[src/rtl/pair_chk_pkg.sv]
// Shared types and constants for the pair-counter sequence monitor.
package pair_chk_pkg;

  localparam int CODE_W    = 7;
  localparam int STEP      = 2;
  localparam int WRAP_LAST = 126;
  localparam int CNT_W     = 8;

  typedef enum logic [1:0] {
    ST_IDLE   = 2'd0,
    ST_SYNC   = 2'd1,
    ST_LOCKED = 2'd2,
    ST_LOST   = 2'd3
  } pair_state_t;

endpackage

[src/rtl/pair_check.sv]
// Combinational pair/sequence qualifier for one even/odd code sample.
module pair_check
  import pair_chk_pkg::*;
(
  input  logic [CODE_W-1:0] in_a,
  input  logic [CODE_W-1:0] in_b,
  input  logic [CODE_W-1:0] last_a,
  output logic              pair_ok,
  output logic              seq_ok,
  output logic              wrap
);

  logic [CODE_W-1:0] next_a;

  // Carry out of the 7-bit add is dropped so 126 + 2 lands on 0.
  assign next_a  = last_a + CODE_W'(STEP);
  assign pair_ok = ~in_a[0] & in_b[0] & (in_a[CODE_W-1:1] == in_b[CODE_W-1:1]);
  assign seq_ok  = (in_a == next_a);
  assign wrap    = pair_ok & seq_ok & (last_a == CODE_W'(WRAP_LAST)) & (in_a == '0);

endmodule

[src/rtl/pair_seq_monitor.sv]
// Lock FSM plus error/wrap status counters for the 64-step pair counter stream.
module pair_seq_monitor
  import pair_chk_pkg::*;
#(
  parameter int unsigned LOCK_CNT = 4
) (
  input  logic              clk,
  input  logic              reset,
  input  logic              en,
  input  logic [CODE_W-1:0] in_a,
  input  logic [CODE_W-1:0] in_b,
  input  logic              clr_err,
  output logic [1:0]        state,
  output logic              locked,
  output logic              err_flag,
  output logic [CNT_W-1:0]  err_count,
  output logic [CNT_W-1:0]  wrap_count,
  output logic [CODE_W-1:0] last_a
);

  localparam logic [3:0]       LOCK_C  = 4'(LOCK_CNT);
  localparam logic [CNT_W-1:0] CNT_MAX = '1;

  pair_state_t       state_q;
  logic [3:0]        good_cnt_q;
  logic [3:0]        gc_inc;
  logic [CODE_W-1:0] last_a_q;
  logic              err_flag_q,   err_flag_d;
  logic [CNT_W-1:0]  err_count_q,  err_count_d;
  logic [CNT_W-1:0]  wrap_count_q, wrap_count_d;

  logic pair_ok, seq_ok, wrap, good, lock_fail;

  pair_check u_check (
    .in_a    (in_a),
    .in_b    (in_b),
    .last_a  (last_a_q),
    .pair_ok (pair_ok),
    .seq_ok  (seq_ok),
    .wrap    (wrap)
  );

  assign good      = pair_ok & seq_ok;
  assign gc_inc    = good_cnt_q + 4'd1;
  assign lock_fail = en & (state_q == ST_LOCKED) & ~good;

  // NOTE: sequential state uses non-blocking assignments so every register
  // samples pre-edge values; blocking here would create order-dependent races.
  always_ff @(posedge clk or negedge reset) begin
    if (!reset) begin
      state_q    <= ST_IDLE;
      good_cnt_q <= 4'd0;
      last_a_q   <= '0;
    end else if (en) begin
      last_a_q <= in_a;
      case (state_q)
        ST_IDLE: begin
          // Sequence continuity is meaningless before the first good pair.
          if (pair_ok) begin
            good_cnt_q <= 4'd1;
            state_q    <= (LOCK_C == 4'd1) ? ST_LOCKED : ST_SYNC;
          end
        end
        ST_SYNC, ST_LOST: begin
          if (good) begin
            good_cnt_q <= gc_inc;
            if (gc_inc == LOCK_C) state_q <= ST_LOCKED;
          end else if (pair_ok) begin
            good_cnt_q <= 4'd1;
          end else begin
            good_cnt_q <= 4'd0;
            state_q    <= ST_IDLE;
          end
        end
        ST_LOCKED: begin
          if (!good) begin
            state_q    <= ST_LOST;
            good_cnt_q <= {3'b000, pair_ok};
          end
        end
        default: state_q <= ST_IDLE;
      endcase
    end
  end

  // NOTE: every always_comb output gets a default first so no path can
  // leave it unassigned and infer a latch.
  always_comb begin
    err_flag_d   = err_flag_q;
    err_count_d  = err_count_q;
    wrap_count_d = wrap_count_q;
    // A fresh error on the clearing edge wins over the clear.
    if (lock_fail) begin
      err_flag_d  = 1'b1;
      err_count_d = clr_err ? CNT_W'(1)
                  : (err_count_q == CNT_MAX) ? CNT_MAX : err_count_q + CNT_W'(1);
    end else if (clr_err) begin
      err_flag_d  = 1'b0;
      err_count_d = '0;
    end
    if (en && state_q == ST_LOCKED && wrap) wrap_count_d = wrap_count_q + CNT_W'(1);
  end

  always_ff @(posedge clk or negedge reset) begin
    if (!reset) begin
      err_flag_q   <= 1'b0;
      err_count_q  <= '0;
      wrap_count_q <= '0;
    end else begin
      err_flag_q   <= err_flag_d;
      err_count_q  <= err_count_d;
      wrap_count_q <= wrap_count_d;
    end
  end

  assign state      = state_q;
  assign locked     = (state_q == ST_LOCKED);
  assign err_flag   = err_flag_q;
  assign err_count  = err_count_q;
  assign wrap_count = wrap_count_q;
  assign last_a     = last_a_q;

endmodule

[config.mk]
export PLATFORM = sky130hd
export DESIGN_NAME = pair_seq_monitor
export DESIGN_NICKNAME = d
export VERILOG_FILES = /design/src/rtl/pair_chk_pkg.sv /design/src/rtl/pair_check.sv /design/src/rtl/pair_seq_monitor.sv
export SDC_FILE = /design/constraint.sdc
export NUM_CORES = 1
export LEC_CHECK = 0
export BUFFER_PORTS_ARGS = -buffer_cell sky130_fd_sc_hd__buf_4
export CELL_PAD_IN_SITES_DETAIL_PLACEMENT = 0
export CELL_PAD_IN_SITES_GLOBAL_PLACEMENT = 1
export CORE_MARGIN = 10
export CORE_UTILIZATION = 43
export DETAILED_ROUTE_END_ITERATION = 10
export GPL_TIMING_DRIVEN = 0
export PLACE_DENSITY_LB_ADDON = 0.2
export SLEW_MARGIN = 0
export SYNTH_ARGS = -nofsm -noshare
export SYNTH_HDL_FRONTEND = slang
export SYNTH_SLANG_ARGS = --single-unit
[constraint.sdc]
create_clock -name clk -period 3.5 [get_ports clk]
set_input_delay 0.525 -clock clk [delete_from_list [all_inputs] [get_ports clk]]
set_output_delay 0.525 -clock clk [all_outputs]
set_load 0.02 [all_outputs]
# --- After elaboration in Yosys (flattened, before gate mapping) ---
# Cells that the tools add are included.
op_classes:
  n_addsub: 4
  n_eq_ne: 12
  reduce_logical: 8
  bitwise: 9
  n_mux: 17
ops:
  columns: ["op", "count"]
  rows:
  - ["two-way mux 8 bit", 4]
  - ["adder 8 x 1 -> 8 bit (second input constant)", 2]
  - ["two-way mux 4 bit", 3]
  - ["one-hot mux 4 bit (3 select lines)", 1]
  - ["two-way mux 2 bit", 5]
  - ["equality test 8 bit (second input constant)", 1]
  - ["adder 7 x 2 -> 7 bit (second input constant)", 1]
  - ["bitwise AND 1 bit", 7]
  - ["equality test 7 bit", 1]
  - ["equality test 7 bit (second input constant)", 1]
  - ["zero test 7 bit", 1]
  - ["equality test 6 bit", 1]
  - ["inequality test 3 bit (second input constant)", 2]
  - ["one-hot mux 2 bit (3 select lines)", 1]
  - ["AND reduction 5 bit", 1]
  - ["adder 4 x 1 -> 4 bit (second input constant)", 1]
  - ["equality test 2 bit (second input constant)", 2]
  - ["equality test 4 x 3 -> 1 bit (second input constant)", 1]
  - ["inequality test 2 bit (second input constant)", 2]
  - ["two-way mux 1 bit", 3]
  - ["AND reduction 3 bit", 1]
  - ["equality test 2 x 1 -> 1 bit (second input constant)", 1]
  - ["logical AND 1 bit", 2]
  - ["zero test 2 bit", 1]
  - ["other kinds (3)", 4]
word_totals:
  word_cells: 56
  out_inout_bits: 27
  regBits: 30
  input_bits: 18

# --- Logic depth before layout (Yosys ltp) ---
depth:
  ltp_word: 7
  depth_mapped: 8

# --- By module ---
# From an unflattened synthesis, not the netlist that was laid out.
hier_totals:
  hier_cells: 166
  hier_area_um2: 1757.9
modules_own_cells:
  columns: ["module", "instances", "seq_area_each_um2", "area_each_um2", "cells_each"]
  rows:
  - ["pair_seq_monitor", 1, 750.7, 1455.1, 128]
  - ["pair_check", 1, 0.0, 302.8, 38]

# --- Least setup slack after synthesis ---
# OpenSTA, ideal clock, no wires.
synth_timing:
  kind: "reg2reg"
  startpoint: "register last_a_q[1], in the netlist last_a[1]"
  endpoint: "register wrap_count_q[1], in the netlist wrap_count[1]"
  setup_slack_ns: 1.220
  stages_incl_launch_ff: 7
  arrival_time_ns: 2.152
  period_less_slack_ns: 2.280
  required_ns: 3.372
  setup_ns: 0.128
  path_cell_list: "dfrtp_1 > ha_1 > or3_1 > a31oi_1 > nand3_2 > nor4_4 > mux2_1"
synth_between:
  elab_chain_len: 6
synth_rtl:
  columns: ["item", "line_no", "text"]
  rows:
  - ["start, declared", "pair_seq_monitor.sv:27", "logic [CODE_W-1:0] last_a_q;"]
  - ["start signal, assigned", "pair_seq_monitor.sv:55", "last_a_q <= in_a;"]
  - ["adder 7 x 2 -> 7 bit", "pair_check.sv:16", "assign next_a = last_a + CODE_W'(STEP);"]
  - ["equality test 7 bit", "pair_check.sv:18", "assign seq_ok = (in_a == next_a);"]
  - ["bitwise AND 1 bit", "pair_check.sv:19", "assign wrap = pair_ok & seq_ok & (last_a == CODE_W'(WRAP_LAST)) & (in_a == '0);"]
  - ["bitwise AND 1 bit * (2 in series)", "pair_check.sv:19", null]
  - ["logical AND 1 bit *", "pair_seq_monitor.sv:101", "if (en && state_q == ST_LOCKED && wrap) wrap_count_d = wrap_count_q + CNT_W'(1);"]
  - ["end signal, assigned", "pair_seq_monitor.sv:112", "wrap_count_q <= wrap_count_d;"]
  - ["end, declared", "pair_seq_monitor.sv:30", "logic [CNT_W-1:0] wrap_count_q, wrap_count_d;"]
# Every way passes the cells marked *; elsewhere a longest branch is shown, timed or not.
# A chain may end at the register's enable or synchronous reset.

# --- Worst setup path in the final report ---
# Ends and elaborated chain as after synthesis.

==> results_dict.tcl <==
set metrics [dict create \
    vias_per_cell 5.55 \
    path_clk_slew_ps 70 \
    die_h_um 84.3 \
    overflow 0 \
    fin_tns_setup_ps 0 \
    synth_most_common_cell "dfrtp_1" \
    synth_nets 205 \
    grt_max_degree 31 \
    ctsResizeCount 0 \
    postCtsHoldBufs 0 \
    gp_congestion 0.818 \
    antenna_cells 0 \
    die_area_sq_mm 0.00710 \
    cts_buffers 5 \
    yosysTopAreaCell "dfrtp_1" \
    synth-main-ff-cell "dfrtp_1" \
    status "completed" \
    cp.buffers_inverters 0 \
    postCtsSetupRepairBufs 0 \
    final_hold_viol_count 0 \
    setup_viol 0 \
    synthTopCellsByArea "dfrtp_1, xnor2_1, xor2_1" \
    cp.arrival_ps 2570 \
    ant_nets 0 \
    fin_nets 255 \
    yosys.area.top_type_share_pct 42.3 \
    htreeDepth 2 \
    synth_common_cells "dfrtp_1, inv_1, nor3_1, nand3_1" \
    irDropWorstVdd_v 0.000252 \
    drc_errors 0 \
    hold_class "input pin to asynchronous set/reset pin" \
    power_density_mw_per_mm2 389 \
    avgRoutedWirePerCell_um 15.9 \
    avgSynthCellArea_sq_um 9.71 \
    crit_type "flop to flop" \
    syn_to_final_growth_pct 28.0 \
    dp_cells 276 \
    ys_seq_area_share_pct 42.3 \
    max_freq_mhz 417 \
    crit_path_max_incr_delay_ps 440 \
    num_rows 23 \
    crit_path_start_kind "flop" \
    multi_input_area_sq_um 955 \
    min_period_ps 2400 \
    ios 45 \
    synth_seq_cells 30 \
    clockBufferDepth 2 \
    slowest_stage "dfrtp_1" \
    final_cells 283 \
    power_uw 884 \
    leakagePower_nw 1.08 \
    fillCellCount 339 \
    drive_gt1_share_pct 27.0 \
    drtPass1Iterations 4 \
    crit_fanout 6 \
    synth_edf_count 0 \
    syn_inst 183 \
    syn_area_sq_mm 0.00178 \
    die_x_um 84.3 \
    final_util_pct 56.9 \
    wirelength_um 4490 \
    synth_warnings 0 \
    required_ps 3670 \
    crit_family "simple AND/OR/NAND/NOR gates" \
    slew_viol_final 0 \
    tritoncts "yes" \
    min_period_over_period_pct 68.6 \
    tightest_slew_ps 591 \
    async_flop_share_pct 100 \
    grt_pass1_vias 1634 \
    grt_first_pass_wirelength_um 7620 \
    root_buffer "clkbuf_8" \
    dr_total_vias 1572 \
    slew_headroom_pct 60.3 \
    dp_hpwl_um 3400 \
    max-cap-violations 0 \
    skew_ps 5.36 \
    start_util_pct 44.4 \
    synthDistinctLibCells 40 \
    core_sq_mm 0.00400 \
    final-seq-area_sq_um 751 \
    clk_latency_ps 280 \
    cts_sinks 30 \
    drt_iter0_markers 158 \
    endpoint_kind "flop" \
    crit_chain "ha_1 > or3_1 > a31oi_1 > nand3_2 > nor4_4 > mux2_1" \
    grt_usage_pct 12.8 \
    io_buffers 43 \
    rsz0062_at_grt "no" \
    whs_ps 163 \
    antenna_found_initial 0 \
]
-- worst reg2reg max path, cell delays in order (launching register included) --
cell and delay [ps]:
dfrtp_1 440, ha_1 250, or3_1 370, a31oi_1 310
nand3_2 200, nor4_4 360, mux2_1 350
-- cell type report --
| cell class | instances | area share, % |
|---|---|---|
| plain buffers | 5 | 1.16 |
| clock buffers | 6 | 3.63 |
| clock inverters | 1 | 1.32 |
| inverters | 12 | 1.98 |
| multi-input cells | 136 | 42.0 |
| flip-flops and latches | 30 | 33.0 |
| well taps | 50 | 2.75 |
| repair buffers | 43 | 14.2 |
-- flip-flops by register name, summed over array words and instances, names as in the netlist, named ones only --
register and count:
wrap_count 8, good_cnt_q 4, err_count 8, err_flag 1, last_a 7, state 1
-- per-stage QoR --
step / setup slack, ps / instance area [sq um]
finish: 1100 / 2270
global route: 917 / 2270
CTS: 1060 / 2270
detailed placement: 922 / 2160
global placement: 940 / 2160
floorplan: 1220 / 1780
-- power breakdown --
group          switching (mW)  total, mW  internal, mW  leakage [nW]
Clock                   0.132      0.359         0.228        0.0573
Combinational          0.0696      0.137        0.0673         0.634
Sequential             0.0228      0.388         0.365         0.386
Total                   0.224      0.884         0.660          1.08
-- final timing paths --
check                                     startpoint                         to  slack (ps)  depth (start not counted)
hold reg to reg            wrap_count[7]$_DFFE_PN0P_  wrap_count[7]$_DFFE_PN0P_         480                          1
setup / recovery               last_a[1]$_DFFE_PN0P_  wrap_count[1]$_DFFE_PN0P_        1100                          6
min in group clk           wrap_count[7]$_DFFE_PN0P_  wrap_count[7]$_DFFE_PN0P_         480                          1
setup reg to reg               last_a[1]$_DFFE_PN0P_  wrap_count[1]$_DFFE_PN0P_        1100                          6
max in group asynchronous                      reset   err_count[6]$_DFFE_PN0P_        3050                          1
hold / removal                                 reset  good_cnt_q[0]$_DFFE_PN0P_         160                          1
-- per-layer routing --
metal / vias up / global-route usage [%] / wire, um / part of all wire (%)
li1: 767 / - / - / -
met1: 763 / 14.6 / 1930 / 43
met2: 37 / 21.1 / 2260 / 50
met3: 5 / 5.12 / 254 / 5.7
met4: 0 / 4.41 / 39 / 0.87
met5: - / 0 / 0 / 0
-- kinds of logic (layout without fill, tap and decap cells) --
family	count (synthesis)	count (layout)	synth area share [%]
compound gates	33	33	12.4
xor+xnor	20	20	9.86
fa+ha+maj	4	4	2.82
buf+inv	17	67	4.01
flops	30	30	42.3
mux	8	8	5.07
simple gates	71	71	23.6
-- cell usage in the layout, fill, tap and decap left out, drive strengths merged --
master,instances
nand4,3
nand3b,1
a41oi,4
and2b,1
nor2,10
nor3,12
a211oi,5
and2,2
inv,12
nor4,5
a21o,1
ha,4
clkbuf,10
a31oi,3
bufinv,1
o22a,1
or2,1
nor3b,1
o22ai,3
xor2,10
nand2b,1
buf,44
and4b,3
mux2,8
xnor2,10
nand3,12
a311o,1
nor2b,1
nor4b,1
o21ai,5
nand2,10
o2bb2ai,1
a21oi,9
or3,3
and4,1
dfrtp,30
and3,3
No activity file was read; power rests on OpenSTA's default activity.
